[config.mk]
export PLATFORM = sky130hd
export DESIGN_NAME = rr_grant_scheduler
export DESIGN_NICKNAME = d
export VERILOG_FILES = /design/src/rtl/rr_grant_scheduler.sv
export SDC_FILE = /design/constraint.sdc
export NUM_CORES = 1
export LEC_CHECK = 0
export BUFFER_PORTS_ARGS = -buffer_cell sky130_fd_sc_hd__buf_2
export CAP_MARGIN = 20
export CORE_MARGIN = 2
export CORE_UTILIZATION = 55
export CTS_BUF_LIST = sky130_fd_sc_hd__clkbuf_4
export DETAILED_ROUTE_END_ITERATION = 7
export PLACE_DENSITY = 0.8
export RECOVER_POWER = 50
export SYNTH_ARGS = -nofsm -noshare
export SYNTH_HDL_FRONTEND = slang
export SYNTH_SLANG_ARGS = --single-unit
[constraint.sdc]
create_clock -name clk -period 2.2 [get_ports clk]
set_input_delay 0.22 -clock clk [delete_from_list [all_inputs] [get_ports clk]]
set_output_delay 0.22 -clock clk [all_outputs]
set_load 0.02 [all_outputs]
[src/rtl/rr_grant_scheduler.sv]
`default_nettype none
// ============================================================================
// Module      : rr_grant_scheduler
// Description : Round-robin owner scheduler for one shared resource; the grant
//               is held until done or until the hold limit forces a release.
// Revision    : 1.0 - initial release
// ============================================================================
module rr_grant_scheduler #(
    parameter int BITS     = 2,
    parameter int MAX_HOLD = 16
) (
    input  logic                   clk,
    input  logic                   rst,
    input  logic [(1<<BITS)-1:0]   req,
    input  logic                   done,
    output logic [(1<<BITS)-1:0]   gnt,
    output logic [BITS-1:0]        gnt_idx,
    output logic                   gnt_valid,
    output logic                   timeout
);

    localparam int c_N_REQ = 1 << BITS;
    localparam int c_CNT_W = (MAX_HOLD > 0) ? $clog2(MAX_HOLD + 1) : 1;
    localparam logic [c_CNT_W-1:0] c_HOLD_LAST = (MAX_HOLD > 0) ? c_CNT_W'(MAX_HOLD - 1) : '0;
    localparam logic [c_CNT_W-1:0] c_CNT_MAX   = '1;

    localparam logic [0:0] c_IDLE = 1'b0;
    localparam logic [0:0] c_BUSY = 1'b1;

    generate
        if (BITS < 1) begin : g_bits_check
            $error("rr_grant_scheduler: BITS must be at least 1");
        end
    endgenerate

    logic [0:0]         r_state;
    logic [BITS-1:0]    r_ptr;
    logic [c_CNT_W-1:0] r_hold_cnt;
    logic [c_N_REQ-1:0] r_gnt;
    logic [BITS-1:0]    r_gnt_idx;
    logic               r_timeout;

    logic [BITS-1:0]    w_win_idx;
    logic               w_expire;

    // Scan from the highest offset down so the request closest to ptr wins.
    function automatic logic [BITS-1:0] f_pick(input logic [c_N_REQ-1:0] r,
                                               input logic [BITS-1:0]    p);
        logic [BITS-1:0] cand;
        logic [BITS-1:0] win;
        win = p;
        for (int i = c_N_REQ - 1; i >= 0; i--) begin
            cand = p + BITS'(i);
            if (r[cand]) begin
                win = cand;
            end
        end
        return win;
    endfunction

    always_comb begin
        w_win_idx = f_pick(req, r_ptr);
        w_expire  = (MAX_HOLD > 0) && (r_hold_cnt == c_HOLD_LAST);
    end

    always_ff @(posedge clk) begin
        if (rst) begin
            r_state    <= c_IDLE;
            r_ptr      <= '0;
            r_hold_cnt <= '0;
            r_gnt      <= '0;
            r_gnt_idx  <= '0;
            r_timeout  <= 1'b0;
        end else begin
            r_timeout <= 1'b0;
            case (r_state)
                c_IDLE: begin
                    if (|req) begin
                        r_state    <= c_BUSY;
                        r_gnt_idx  <= w_win_idx;
                        r_gnt      <= c_N_REQ'(1) << w_win_idx;
                        r_hold_cnt <= '0;
                    end
                end
                c_BUSY: begin
                    if (r_hold_cnt != c_CNT_MAX) begin
                        r_hold_cnt <= r_hold_cnt + c_CNT_W'(1);
                    end
                    // done wins over a coincident expiry, so no timeout pulse then.
                    if (done || w_expire) begin
                        r_state   <= c_IDLE;
                        r_gnt     <= '0;
                        r_ptr     <= r_gnt_idx + BITS'(1);
                        r_timeout <= !done;
                    end
                end
                default: begin
                    r_state <= c_IDLE;
                end
            endcase
        end
    end

    assign gnt       = r_gnt;
    assign gnt_idx   = r_gnt_idx;
    assign gnt_valid = (r_state == c_BUSY);
    assign timeout   = r_timeout;

endmodule
`default_nettype wire
# Word level (Yosys, flattened, before mapping)
# Cells that the tools add are included.
classes:
  shift: 1
  n_mux: 21
  n_reduce_logical: 8
  eq_ne: 5
  addsub: 5
  bitwise_logic: 2
  magnitude_cmp: 4
ops:
  columns: ["operator", "n"]
  rows:
  - ["$lt 2x3->1 const B", 4]
  - ["$mux 5", 2]
  - ["$pmux 5 s2", 1]
  - ["$bmux 1 s2", 4]
  - ["$mux 2", 4]
  - ["$mux 4", 2]
  - ["$pmux 4 s2", 1]
  - ["$reduce_and 2->1", 4]
  - ["$mux 1", 6]
  - ["$add 5x1->5 const B", 1]
  - ["$eq 5x4->1 const B", 1]
  - ["$ne 5x5->1 const B", 1]
  - ["$add 2x1->2 const B", 2]
  - ["$add 2x2->2 const B", 2]
  - ["$ne 2x1->1 const B", 2]
  - ["$reduce_or 4->1", 1]
  - ["$shl 1x2->4 const A", 1]
  - ["$reduce_or 3->1", 1]
  - ["$ne 2x2->1 const B", 1]
  - ["$not 1->1", 2]
  - ["$pmux 1 s2", 1]
  - ["$logic_not 1->1", 1]
  - ["$logic_or 1x1->1", 1]
totals:
  output_inout_bits: 8
  ff_bits: 15

# Depth between registers and ports, before layout
# Gate-level depths: netlist of the first run.
depth:
  word_depth: 10
  ltp_mapped: 7
  depth_no_buf: 7

# Least setup slack after synthesis of the first run
# No wires, ideal clock.
synth_path:
  path_type: "register to register"
  startpoint: "register r_hold_cnt[0]"
  endpoint: "register r_ptr[1]"
  required_ps: 2114
  period_less_slack_ps: 1643
  arrival_time_ps: 1557
  path_stages_with_launch: 7
  setup_slack_ps: 557
  setup_ps: 86
  n_path_buf: 0
  path_cell_list: "dfxtp_1 -> ha_1 -> and3_1 -> ha_1 -> o21ai_1 -> nor2_1 -> a211oi_1"
synth_via:
  elab_chain_len: 3
synth_lines:
  columns: ["element", "line", "rtl"]
  rows:
  - ["start: declaration", "38", "logic [c_CNT_W-1:0] r_hold_cnt;"]
  - ["start signal: assignment", "87", "r_hold_cnt <= r_hold_cnt + c_CNT_W'(1);"]
  - ["$eq 5x4->1", "63", "w_expire = (MAX_HOLD > 0) && (r_hold_cnt == c_HOLD_LAST);"]
  - ["$logic_or 1x1->1", "90", "if (done || w_expire) begin"]
  - ["$reduce_and 2->1 (no line)", null, null]
  - ["end signal: assignment", "93", "r_ptr <= r_gnt_idx + BITS'(1);"]
  - ["end: declaration", "37", "logic [BITS-1:0] r_ptr;"]
# Every way passes these cells.
# A chain may end at the register's enable or synchronous reset.

# Worst setup path after layout of the first run
# Ends and elaborated chain as after synthesis.

==> metrics.cfg, run 1 <==
[status]
outcome=finished, final reports clean

[route]
vias_per_cell=5.769
wl_met3_um=103
wl_um=1562
wl_met2_um=754
drtPass1Iterations=4
antenna_left=0
vias=698
top_layer=met4
drc=0
m1WireLength_um=677
avgRoutedWirePerCell_um=12.91
first_iter_violations=23

[cells_and_area]
layout_commonest_cell=dfxtp_1
fill_cells=120
multi_input_area_um2=402.9
final_area_um2=830.8
fin_nets=117
layout-drive-gt1-share=0.1415
antenna_cells=0
mostFrequentLayoutCells=dfxtp_1, nor2_1, a21oi_1, clkbuf_1, buf_2
seqCellArea_um2=300.3
final_util=0.6548
area_growth_syn_to_layout_pct=13.50

[place]
io_buffer_count=14
hpwl_um=1079
dpl_cell_area_um2=817.0
gp_congestion=0.8776

[critical_path]
rrSetupSlack_ns=0.40
crit_start=r_hold_cnt[0]
endpoint_kind=flop
rr_endpoint=r_ptr[1]
cp.required_ns=2.42
start_kind=flop
worstPathArrival_ns=2.02
worstRegToRegCells=7
path_class=flop to flop
path_max_fanout=10
r2r_start=r_hold_cnt[0]

[worst_hold_path]
min_path_type=primary input to flop
min_to=timeout
whs_path_depth=2
holdCritStartpoint=done

[timing]
skew_ns=0.009382
setup_viol_count_final=0
worst_slew_pin_slew_ns=0.4283
maxSlewViolCount=0
relSlewSlack=0.7118
finalCritPeriodShare=0.8162
fin_setup_tns_ns=0
rsz0062_at_grt=false
max_freq_mhz=556.9
hold_viol=0
fin_crit_ns=1.796

[yosys]
syn_avg_cell_area_um2=8.224
synth_top_area_share=0.4103
syn_inst=89
synth_area_leader_cell=dfxtp_1
yosys_warnings=0
synth-seq-cells=15
synth.distinct_cells=32
synth_fp_nets=99
syn_area_um2=732.0
synth.yosys.seq_area_share=0.4103
synthTopCellsByArea=dfxtp_1, a21oi_1, nor2_1

[cts]
root_buffer=clkbuf_4
postCtsResizedCells=0
clk_latency_ns=0.30
clock-sinks=15
cts_max_level=1
cts_max_path_buffers=2
cts_hold_buf=0
cts_tree=done
clk_pin_slew_ns=0.09
cts_buffers=3
postCtsSetupRepairBufs=0

[global_route]
antenna_found_initial=0
grt_overflow=0
grt_pass1_vias=569
grt_first_pass_wirelength_um=2463
grt_start_max_net_pins=16
track_usage=0.2434

[power_and_ir_drop]
ir_drop_mv=0.3628
leakagePower_nw=0.3528
power_per_cell_area_nw_per_um2=681.5

[floorplanning]
core_area_um2=1269
die_width_um=40.48
io_pins=15
die_y_um=40.48
start_util=0.5769
rows=13
die-area_um2=1639

[job]
maxCapViolations=0

==> cell usage after synthesis (all sizes together) <==
cell type	n
a21o	1
buf	1
ha	3
and3b	1
nand2	5
xor2	2
clkbuf	1
or2	1
nor4	1
or3b	1
o221ai	1
nand2b	1
a2bb2oi	1
inv	4
dfxtp	15
nor3	5
a22oi	1
and2b	2
nand4	2
or3	1
and3	1
nand3	5
nor2b	4
a21oi	10
o21ai	5
nor2	12
or4	1
a211oi	1
==> state kept, by name, indices dropped and copies added, names as in the netlist <==
signal / flops
r_hold_cnt: 5
gnt: 4
gnt_idx: 2
r_ptr: 2
gnt_valid: 1
timeout: 1
==> area by class of cell <==
| class | count | share of cell area |
|---|---|---|
| clock buffer | 4 | 0.03614 |
| inverter | 4 | 0.01807 |
| multi-input combinational | 68 | 0.4849 |
| sequential | 15 | 0.3614 |
| tap | 15 | 0.02259 |
| timing repair buffer | 15 | 0.07681 |
==> how the worst max path moves through the flow <==
stage                          endpoint  slack [ns]  cells past startpoint
after global routing             gnt[2]        0.32                      7
after floorplan                r_ptr[1]        0.56                      6
final                          r_ptr[1]        0.40                      7
after CTS                 r_hold_cnt[3]        0.46                      7
after global placement           gnt[1]        0.52                      6
after detailed placement  r_hold_cnt[3]        0.51                      7
==> routing by layer <==
| metal | track usage | vias up |
|---|---|---|
| met1 | 0.2742 | 318 |
| met4 | 0.1500 | 0 |
| met3 | 0.08333 | 4 |
| met5 | 0 | - |
| met2 | 0.3889 | 27 |
| li1 | - | 349 |
==> per-stage QoR <==
| step | hold slack [ns] | cells | setup WS [ns] | total power [W] |
|---|---|---|---|---|
| 5_1_grt | 0.08702 | 121 | 0.3243 | 0.0005957 |
| 3_3_place_gp | 0.4015 | 117 | 0.5243 | 0.0003959 |
| 4_1_cts | 0.09775 | 121 | 0.4615 | 0.0005722 |
| 6_report | 0.1010 | 121 | 0.4043 | 0.0005662 |
| 2_1_floorplan | 0.2916 | 89 | 0.5565 | 0.0003681 |
| 3_5_place_dp | 0.4065 | 117 | 0.5099 | 0.0003994 |
==> power breakdown <==
| group | switching [W] | internal [W] | leakage (nW) | total (W) |
|---|---|---|---|---|
| clock network | 0.0000920 | 0.0000830 | 0.0184 | 0.000175 |
| registers | 0.0000126 | 0.000285 | 0.123 | 0.000298 |
| logic | 0.0000588 | 0.0000343 | 0.212 | 0.0000931 |
| total | 0.000163 | 0.000403 | 0.353 | 0.000566 |
==> critical path, stage by stage, from the launching register on <==
cell,delay (ns)
dfxtp_1,0.34
ha_1,0.22
and3_1,0.21
ha_1,0.18
o21ai_1,0.10
clkbuf_1,0.36
nor2_1,0.10
a211oi_1,0.21
==> logic make-up (layout without fill, tap and decap cells) <==
| family | Yosys count | after routing | synth area share |
|---|---|---|---|
| XOR/XNOR | 2 | 2 | 0.02394 |
| buffers and inverters | 6 | 23 | 0.03589 |
| adder cells (fa/ha/maj) | 3 | 3 | 0.05129 |
| AO/OA/AOI/OAI | 20 | 20 | 0.1624 |
| flip-flops | 15 | 15 | 0.4103 |
| AND/OR/NAND/NOR | 43 | 43 | 0.3163 |
Power figures use the tool's default switching activity.
==> run 2: changes to the inputs <==
--- a/config.mk
+++ b/config.mk
@@ -8,10 +8,10 @@
 export BUFFER_PORTS_ARGS = -buffer_cell sky130_fd_sc_hd__buf_2
 export CAP_MARGIN = 20
 export CORE_MARGIN = 2
-export CORE_UTILIZATION = 55
+export CORE_UTILIZATION = 49
 export CTS_BUF_LIST = sky130_fd_sc_hd__clkbuf_4
 export DETAILED_ROUTE_END_ITERATION = 7
-export PLACE_DENSITY = 0.8
+export PLACE_DENSITY = 0.75
 export RECOVER_POWER = 50
 export SYNTH_ARGS = -nofsm -noshare
 export SYNTH_HDL_FRONTEND = slang
==> constraint.sdc (replaced) <==
create_clock -name clk -period 1.64 [get_ports clk]
set_input_delay 0.164 -clock clk [delete_from_list [all_inputs] [get_ports clk]]
set_output_delay 0.164 -clock clk [all_outputs]
set_load 0.02 [all_outputs]
==> run 2 against run 1 <==
The flow now finishes with violations (negative setup slack). Combinational power grew 71%. Critical path depth shrank 2. Sequential cell count is the same. Sequential share of layout area shrank 3.4 points. Critical endpoint is now gnt[3]. Hold slack lost 0.045 ns. Cell count grew 5.8%. First-iteration DRC count shrank 22%. Register-to-register slack lost 0.45 ns. Worst setup slack lost 0.45 ns. Via count grew 1.6%. Total power grew 39%.
==> metrics.cfg, run 2 (synthesized netlist as in run 1, its figures left out) <==
[critical_path]
endpoint_kind=flop
cp_cell_sequence=and3b_1 > or4_4 > nand2_4 > or3b_4 > a21oi_2
cp_num_buf_inv=0
cpPeakStageDelay_ns=0.53
critPathTopFamily=simple AND/OR/NAND/NOR gates
cpMaxStageDelayCell=or4_4
start_kind=flop
cp.required_ns=1.87
path_max_fanout=3
path_class=flop to flop
worstPathArrival_ns=1.91

[global_route]
track_usage=0.1963
grt_start_max_net_pins=16
grt_first_pass_wirelength_um=2622
antenna_found_initial=0
grt_pass1_vias=589
grt_overflow=0

[route]
wl_um=1666
drtPass1Iterations=4
antenna_left=0
vias_per_cell=5.539
first_iter_violations=18
avgRoutedWirePerCell_um=13.02
vias=709
drc=0

[timing]
hold_viol=0
rsz0062_at_grt=true
maxSlewViolCount=0
worst_slew_pin_slew_ns=0.4533
finalCritPeriodShare=1.026
relSlewSlack=0.6978
max_freq_mhz=594.6
setup_viol_count_final=1
fin_setup_tns_ns=-0.04194
fin_ws_ns=-0.04194
fin_crit_ns=1.682
skew_ns=0.003080

[power_and_ir_drop]
power_per_cell_area_nw_per_um2=853.2
ir_drop_mv=0.4716
leakagePower_nw=0.3886

[worst_hold_path]
min_path_type=primary input to flop

[cts]
cts_tree=done
root_buffer=clkbuf_4
clk_pin_slew_ns=0.08
cts_max_path_buffers=2
cts_hold_buf=0
cts_max_level=1
clock-sinks=15
cts_buffers=3
clk_latency_ns=0.29

[status]
outcome=complete, but fails checks
violations=negative setup slack

[cells_and_area]
layout-drive-gt1-share=0.2832
antenna_cells=0
layout_commonest_cell=dfxtp_1
mostFrequentLayoutCells=dfxtp_1, nor2_1, a21oi_1
final_util=0.6821
multi_input_area_um2=434.2
fill_cells=127
seqCellArea_um2=301.5
fin_nets=124
largest_reg_flops=5
regMostFlops=r_hold_cnt
area_growth_syn_to_layout_pct=25.81

[floorplanning]
die_y_um=42.65
start_util=0.5422
rows=13
core_area_um2=1350
die_width_um=42.65
io_pins=15
die-area_um2=1819

[place]
hpwl_um=1117
io_buffer_count=14
gp_congestion=0.7798

[job]
maxCapViolations=0

==> run 2: power breakdown <==
group | switching (W) | total [W] | internal, W
Sequential | 0.0000117 | 0.000395 | 0.000383
Clock | 0.000120 | 0.000231 | 0.000111
Combinational | 0.0000923 | 0.000159 | 0.0000670
Total | 0.000224 | 0.000786 | 0.000561
==> run 2: cell type report <==
class / count / area share
clock buffer: 4 / 0.03261
multi-input combinational: 68 / 0.4715
tap: 15 / 0.02038
timing repair buffer: 22 / 0.1318
sequential: 15 / 0.3274
inverter: 4 / 0.01630
==> run 2: worst paths after layout <==
path,startpoint,endpoint,slack (ns),cells past startpoint
worst min-delay path,done,timeout,0.06,2
worst max register to register,r_ptr[1],gnt[3],-0.04,5
worst min register to register,gnt[2],gnt[2],0.47,2
worst max-delay path,r_ptr[1],gnt[3],-0.04,5
==> run 2: what timing repair did <==
action                                  in CTS  in global routing
gates cloned                                 0                  1
endpoints found under the setup margin       2                  9
pin swaps                                    0                  3
gates resized for setup                      2                  9
buffers inserted                             1                  2
==> run 2: per-stage QoR <==
| step | setup slack [ns] | hold WS [ns] | total power, W | std cells | instance area, µm² |
|---|---|---|---|---|---|
| 3_3_place_gp | -0.005609 | 0.3598 | 0.0005404 | 120 | 843.3 |
| 6_report | -0.04194 | 0.05584 | 0.0007857 | 128 | 920.9 |
| 2_1_floorplan | 0.01429 | 0.2356 | 0.0004945 | 89 | 735.7 |
| 4_1_cts | -0.003522 | 0.04815 | 0.0007782 | 125 | 884.6 |
| 3_5_place_dp | -0.03667 | 0.3620 | 0.0005439 | 120 | 843.3 |
| 5_1_grt | -0.09155 | 0.05534 | 0.0008242 | 128 | 920.9 |
==> run 2: metal layers <==
metal	up-vias	wire length, µm	track usage	part of all wire
met5	-	0	0	0
met4	0	25	0.1188	0.015
met3	4	89	0.03830	0.053
met2	25	758	0.2848	0.45
met1	323	793	0.2651	0.48
li1	357	-	-	-
